==> config.mk <==
export PLATFORM = sky130hd
export DESIGN_NAME = s2mm_dma_module
export DESIGN_NICKNAME = d
export VERILOG_FILES = /design/src/rtl/s2mm_dma_module.sv
export SDC_FILE = /design/constraint.sdc
export NUM_CORES = 2
export LEC_CHECK = 0
export ABC_AREA = 1
export CORE_MARGIN = 4
export CORE_UTILIZATION = 55
export CTS_CLUSTER_DIAMETER = 30
export CTS_CLUSTER_SIZE = 30
export DETAILED_ROUTE_END_ITERATION = 10
export GPL_ROUTABILITY_DRIVEN = 0
export MAX_ROUTING_LAYER = met4
export PLACE_DENSITY_LB_ADDON = 0.2
export REMOVE_ABC_BUFFERS = 1
export SYNTH_ARGS = -nofsm -noshare
export SYNTH_HDL_FRONTEND = slang
export SYNTH_SLANG_ARGS = --single-unit
==> constraint.sdc <==
create_clock -name m_axi_acp_aclk -period 6.2 [get_ports m_axi_acp_aclk]
set_input_delay 1.24 -clock m_axi_acp_aclk [delete_from_list [all_inputs] [get_ports m_axi_acp_aclk]]
set_output_delay 1.24 -clock m_axi_acp_aclk [all_outputs]
set_load 0.01 [all_outputs]
==> src/rtl/s2mm_dma_module.sv <==
// Stream-to-memory DMA: buffers a 64-bit valid/ready stream and writes it to memory
// as fixed-length AXI3 INCR bursts on the ACP port, one burst in flight at a time.
module s2mm_dma_module #(
    parameter int unsigned DATA_SIZE     = 345600,
    parameter int unsigned DATA_SIZE_LOG = 19,
    parameter int unsigned BURST_SIZE    = 16,
    parameter int unsigned FIFO_DEPTH    = 32
) (
    input  logic        m_axi_acp_aclk,
    input  logic        axi_resetn,
    input  logic        start,
    input  logic [31:0] dst_addr,
    output logic        busy,
    output logic        done,
    output logic        err,
    output logic [2:0]  m_axi_acp_awid,
    output logic [31:0] m_axi_acp_awaddr,
    output logic [3:0]  m_axi_acp_awlen,
    output logic [2:0]  m_axi_acp_awsize,
    output logic [1:0]  m_axi_acp_awburst,
    output logic [1:0]  m_axi_acp_awlock,
    output logic [3:0]  m_axi_acp_awcache,
    output logic [2:0]  m_axi_acp_awprot,
    output logic [3:0]  m_axi_acp_awqos,
    output logic [4:0]  m_axi_acp_awuser,
    output logic        m_axi_acp_awvalid,
    input  logic        m_axi_acp_awready,
    output logic [2:0]  m_axi_acp_wid,
    output logic [63:0] m_axi_acp_wdata,
    output logic [7:0]  m_axi_acp_wstrb,
    output logic        m_axi_acp_wlast,
    output logic [4:0]  m_axi_acp_wuser,
    output logic        m_axi_acp_wvalid,
    input  logic        m_axi_acp_wready,
    input  logic [2:0]  m_axi_acp_bid,
    input  logic [1:0]  m_axi_acp_bresp,
    input  logic [4:0]  m_axi_acp_buser,
    input  logic        m_axi_acp_bvalid,
    output logic        m_axi_acp_bready,
    input  logic [63:0] s2mm_data,
    input  logic        s2mm_valid,
    output logic        s2mm_ready
);
    localparam int unsigned PtrW = $clog2(FIFO_DEPTH);
    localparam int unsigned CntW = PtrW + 1;
    localparam logic [DATA_SIZE_LOG-1:0] TotalBeats = DATA_SIZE_LOG'(DATA_SIZE);
    localparam logic [DATA_SIZE_LOG-1:0] LastBurst  = DATA_SIZE_LOG'(DATA_SIZE / BURST_SIZE - 1);
    localparam logic [DATA_SIZE_LOG-1:0] OneW       = DATA_SIZE_LOG'(1);
    localparam logic [CntW-1:0]          BurstCnt   = CntW'(BURST_SIZE);
    localparam logic [CntW-1:0]          FifoFull   = CntW'(FIFO_DEPTH);
    localparam logic [3:0]               BeatLast   = 4'(BURST_SIZE - 1);
    localparam logic [31:0]              BurstBytes = 32'(BURST_SIZE * 8);

    typedef enum logic [2:0] {StIdle, StFill, StAddr, StData, StResp} state_e;

    state_e                   state_q, state_d;
    logic [31:0]              awaddr_q;
    logic [DATA_SIZE_LOG-1:0] beats_in_q, bursts_done_q;
    logic [3:0]               beat_cnt_q;
    logic                     busy_q, done_q, err_q;
    logic [63:0]              fifo_mem [FIFO_DEPTH];
    logic [PtrW-1:0]          wr_ptr_q, rd_ptr_q;
    logic [CntW-1:0]          count_q;
    logic                     start_acc, push, pop, b_hs, last_b;
    logic                     unused_b;

    assign unused_b = ^{m_axi_acp_bid, m_axi_acp_buser};

    assign start_acc = start && (state_q == StIdle);
    // Beats past the transfer length are refused so the stream never over-delivers.
    assign s2mm_ready = busy_q && (count_q != FifoFull) && (beats_in_q < TotalBeats);
    assign push       = s2mm_valid && s2mm_ready;

    assign m_axi_acp_awvalid = (state_q == StAddr);
    assign m_axi_acp_wvalid  = (state_q == StData) && (count_q != '0);
    assign m_axi_acp_wlast   = (state_q == StData) && (beat_cnt_q == BeatLast);
    assign m_axi_acp_bready  = (state_q == StResp);
    assign pop    = m_axi_acp_wvalid && m_axi_acp_wready;
    assign b_hs   = m_axi_acp_bready && m_axi_acp_bvalid;
    assign last_b = b_hs && (bursts_done_q == LastBurst);

    assign m_axi_acp_awid    = 3'b100;
    assign m_axi_acp_awaddr  = awaddr_q;
    assign m_axi_acp_awlen   = BeatLast;
    assign m_axi_acp_awsize  = 3'b011;
    assign m_axi_acp_awburst = 2'b01;
    assign m_axi_acp_awlock  = 2'b00;
    assign m_axi_acp_awcache = 4'b0001;
    assign m_axi_acp_awprot  = 3'b000;
    assign m_axi_acp_awqos   = 4'b0000;
    assign m_axi_acp_awuser  = 5'b00000;
    assign m_axi_acp_wid     = 3'b100;
    assign m_axi_acp_wdata   = fifo_mem[rd_ptr_q];
    assign m_axi_acp_wstrb   = 8'hFF;
    assign m_axi_acp_wuser   = 5'b00000;

    assign busy = busy_q;
    assign done = done_q;
    assign err  = err_q;

    always_comb begin
        state_d = state_q;
        unique case (state_q)
            StIdle: if (start_acc) state_d = StFill;
            StFill: if (count_q >= BurstCnt) state_d = StAddr;
            StAddr: if (m_axi_acp_awready) state_d = StData;
            StData: if (pop && m_axi_acp_wlast) state_d = StResp;
            StResp: if (m_axi_acp_bvalid) state_d = last_b ? StIdle : StFill;
            default: state_d = StIdle;
        endcase
    end

    always_ff @(posedge m_axi_acp_aclk or negedge axi_resetn) begin
        if (!axi_resetn) state_q <= StIdle;
        else             state_q <= state_d;
    end

    always_ff @(posedge m_axi_acp_aclk or negedge axi_resetn) begin
        if (!axi_resetn) begin
            awaddr_q      <= '0;
            beats_in_q    <= '0;
            bursts_done_q <= '0;
            beat_cnt_q    <= '0;
            busy_q        <= 1'b0;
            done_q        <= 1'b0;
            err_q         <= 1'b0;
        end else begin
            done_q <= last_b;
            if (start_acc) begin
                // 128-byte alignment keeps every burst inside one 4 KB page.
                awaddr_q      <= {dst_addr[31:7], 7'b0};
                beats_in_q    <= '0;
                bursts_done_q <= '0;
                err_q         <= 1'b0;
                busy_q        <= 1'b1;
            end
            if (push) beats_in_q <= beats_in_q + OneW;
            if (pop)  beat_cnt_q <= m_axi_acp_wlast ? 4'd0 : beat_cnt_q + 4'd1;
            if (b_hs) begin
                err_q         <= err_q | (m_axi_acp_bresp != 2'b00);
                bursts_done_q <= bursts_done_q + OneW;
                awaddr_q      <= awaddr_q + BurstBytes;
                if (last_b) busy_q <= 1'b0;
            end
        end
    end

    always_ff @(posedge m_axi_acp_aclk or negedge axi_resetn) begin
        if (!axi_resetn) begin
            wr_ptr_q <= '0;
            rd_ptr_q <= '0;
            count_q  <= '0;
        end else begin
            if (push) wr_ptr_q <= wr_ptr_q + PtrW'(1);
            if (pop)  rd_ptr_q <= rd_ptr_q + PtrW'(1);
            if (push && !pop)      count_q <= count_q + CntW'(1);
            else if (pop && !push) count_q <= count_q - CntW'(1);
        end
    end

    always_ff @(posedge m_axi_acp_aclk) begin
        if (push) fifo_mem[wr_ptr_q] <= s2mm_data;
    end

endmodule

==> reports/qor.csv <==
metric,value,unit
grt_pass1_wl,353000,um
worstPathArrival,4.41,ns
drtIter0Drc,7030,
ys_types,40,
rrSetupSlack,2.88,ns
relSlewSlack,19.0,%
clockBufferDepth,4,
synth_top_cell_area_share,70.2,%
slew_viol_final,0,
initial_core_util,55.3,%
leakage,39.0,nW
max_clock_freq,0.177,GHz
fin_cells,10200,
cpLargestDelayFamily,buffers and inverters,
r2r_cells,10,
grt_max_degree,214,
maxCapViolCount,0,
synthArstFlopShare,4.16,%
syn2layout_area_growth,20.6,%
detail-route-antenna-nets,0,
routed_wl,236000,um
power,54.8,mW
status,"finished, final reports clean",
cp_data_required_time,4.96,ns
tightest_slew,1.21,ns
n_fill_cell,10900,
synth-edff-count,2048,
postCtsSetupBuffers,0,
crit_type,flip-flop to primary output,
path_max_fanout,201,
drt_pre_antenna_iters,6,
grt.overflow.total,0,
cts_tree,yes,
yosys_most_used_dff,edfxtp_1,
synthTopCellsByArea,"edfxtp_1 70%, nand2_1 11%, nand3_1 11%",
cts-root-buf,clkbuf_16,
min_path_type,input port to asynchronous set/reset pin,
clkSlewWorstSetupHoldPaths,0.05,ns
power.density,518,nW/um^2
htreeDepth,5,
numCtsBuffers,417,
fp.dieH,407,um
viasPerCell,5.85,
core,158000,um^2
cpMaxStageDelayCell,dfrtp_4,
synthCells,7520,
rsz0062_at_grt,false,
switching_share,32.8,%
comb_power_share,27.1,%
end_kind,primary output,
p_seq_share,31.7,%
cts_resized,0,
crit_chain,inv_16 -> buf_4 -> nand2_1 -> nand3_1 -> nand3_1 -> nand2_1 -> nand2_1 -> nand2_1 -> nand2_1 -> nand2_1 -> clkdlybuf4s50_1,
hold_buffers,0,
syn_avg_cell_area,11.7,um^2
vias,59700,
fin_nets,7929,
post-route-drc-count,0,
final_area,106000,um^2
place_area,91500,um^2
power.switching,18.0,mW
hold_viol,0,
netlist_area,87600,um^2
die_x,407,um
rr_endpoint,fifo_mem[9][44],
grt_antenna_before_repair,8,
grt.total_usage,28.7,%
cp-start-kind,flip-flop,
reg2reg_from,beats_in_q[9],
setup_viol,0,
wl_per_cell,23.1,um
yosys_warnings,0,
startpoint,rd_ptr_q[0],
fin_util,66.7,%
peakVddDrop,0.376,mV
dieArea,166000,um^2
p_clk_share,41.2,%
yosysTopAreaCell,edfxtp_1,
grt_pass1_vias,58000,
clock_sinks,2137,
p_int,36.8,mW
ys_ff_latch,2137,
drive_gt1_share,10.2,%
ys_seq_area_share,72.7,%
fin_crit,5.65,ns
path_buf_inv,3,
dp.cells,9454,
clk_latency,0.93,ns
crit_top_cell,nand2_1,
post-route-period-util,91.1,%
dp_hpwl,109000,um
rows,146,
skew,0.0763,ns
slowest_delay,0.77,ns
whs,0.229,ns
io_pins,263,
portBuffers,194,
-- sequential cells by signal, summed over array words and instances, names as in the netlist --
register          count
bursts_done_q        19
state_q               3
err                   1
beats_in_q           19
m_axi_acp_awaddr     25
busy                  1
rd_ptr_q              5
done                  1
beat_cnt_q            4
fifo_mem           2048
count_q               6
wr_ptr_q              5
-- stage by stage --
stage / TNS (ns) / setup WS [ns]
after floorplan: -2499.94 / -37.41
after global placement: 0 / 1.58
after detailed placement: 0 / 1.59
after CTS: 0 / 0.553
after global routing: 0 / 0.377
final: 0 / 0.555
-- worst max path at each step --
stage | end | slack [ns] | depth (start not counted)
finish | m_axi_acp_wdata[43] | 0.55 | 11
global route | m_axi_acp_wdata[43] | 0.38 | 11
CTS | m_axi_acp_wdata[45] | 0.55 | 9
detailed placement | m_axi_acp_wdata[26] | 1.59 | 11
global placement | m_axi_acp_wdata[43] | 1.58 | 11
floorplan | m_axi_acp_wdata[62] | -37.41 | 7
-- power by group through the flow --
stage / clock network [mW] / logic, mW / registers (mW)
global route: 23.5 / 16.2 / 17.4
floorplan: 0 / 7.24 / 18.1
detailed placement: 0 / 14.6 / 17.6
finish: 22.5 / 14.9 / 17.4
global placement: 0 / 14.4 / 17.6
CTS: 22.7 / 14.8 / 17.3
-- metal layers --
metal,track usage [%],routed length (um),vias up
li1,-,-,27000
met4,10.2,7380,0
met2,45.5,113000,3017
met5,-,0,-
met3,5.12,21500,547
met1,37.7,93400,29100
-- layout by cell type, fill, tap and decap left out, types with 3 or more instances in the layout --
cell	netlist	routed
nor2_2	3	3
o22ai_1	3	3
o211ai_1	4	4
xor2_1	25	25
inv_6	0	14
nand4_1	11	11
o21ai_0	25	25
clkinvlp_4	0	36
a21oi_1	11	11
nand2_1	2584	2584
nor2_1	123	92
clkbuf_1	97	47
conb_1	2	53
buf_4	81	86
inv_1	90	88
nor3_1	12	11
dfrtp_4	0	5
nand3_1	1926	1926
edfxtp_1	2048	2048
diode_2	0	6
clkinv_1	1	53
clkinv_2	0	72
bufinv_16	0	74
clkdlybuf4s50_1	0	193
ha_1	14	14
inv_8	0	3
a22oi_1	4	4
or2_2	3	3
clkbuf_16	0	422
inv_2	6	5
dfrtp_1	89	84
buf_12	0	45
xnor2_1	6	6
clkinv_4	0	20
nor2_4	0	31
-- layout make-up --
class / count / area, um^2 / area share [%]
Clock inverter: 273 / 3430 / 3.25
Sequential cell: 2137 / 63700 / 60.3
Inverter: 98 / 409 / 0.387
Timing Repair Buffer: 324 / 3480 / 3.29
Tap cell: 2072 / 2590 / 2.45
Clock buffer: 471 / 10800 / 10.2
Multi-Input combinational cell: 4823 / 21200 / 20.1
Antenna cell: 6 / 15.0 / 0.0142
-- synthesized netlist by cell type, types with 2 or more instances --
library cell	instances
buf_1	30
o21ai_0	25
buf_6	16
o21a_1	2
nor2_2	3
conb_1	2
buf_4	81
o31ai_1	2
buf_2	288
xnor2_1	6
nand4_1	11
nand3_1	1926
nand2_1	2584
nor2_1	123
edfxtp_1	2048
inv_1	90
nor3_1	12
clkbuf_1	97
or2_2	3
nand3b_1	2
o211ai_1	4
a21oi_1	11
a22o_1	2
ha_1	14
dfrtp_1	89
a22oi_1	4
o22ai_1	3
inv_2	6
xor2_1	25
-- worst reg2reg max path, cell delays in order (launching register included) --
cell and delay, ns:
dfrtp_1 0.42, nand2_1 0.11, nand3_1 0.08, nand2_1 0.06
nand2_1 0.05, nand2_1 0.11, nand3_2 0.19, inv_2 0.17
nand2_1 0.48, nor2_4 0.77, buf_12 0.48
-- kinds of logic (layout without fill, tap and decap cells) --
family	Yosys count	count (layout)	share of synthesized area, %
simple gates	4667	4667	22.8
flops	2137	2137	72.7
buf+inv	611	1166	3.53
compound gates	57	57	0.381
xor+xnor	31	31	0.310
fa+ha+maj	15	15	0.223
other cells	2	59	0.00857
Power figures use the tool's default switching activity.
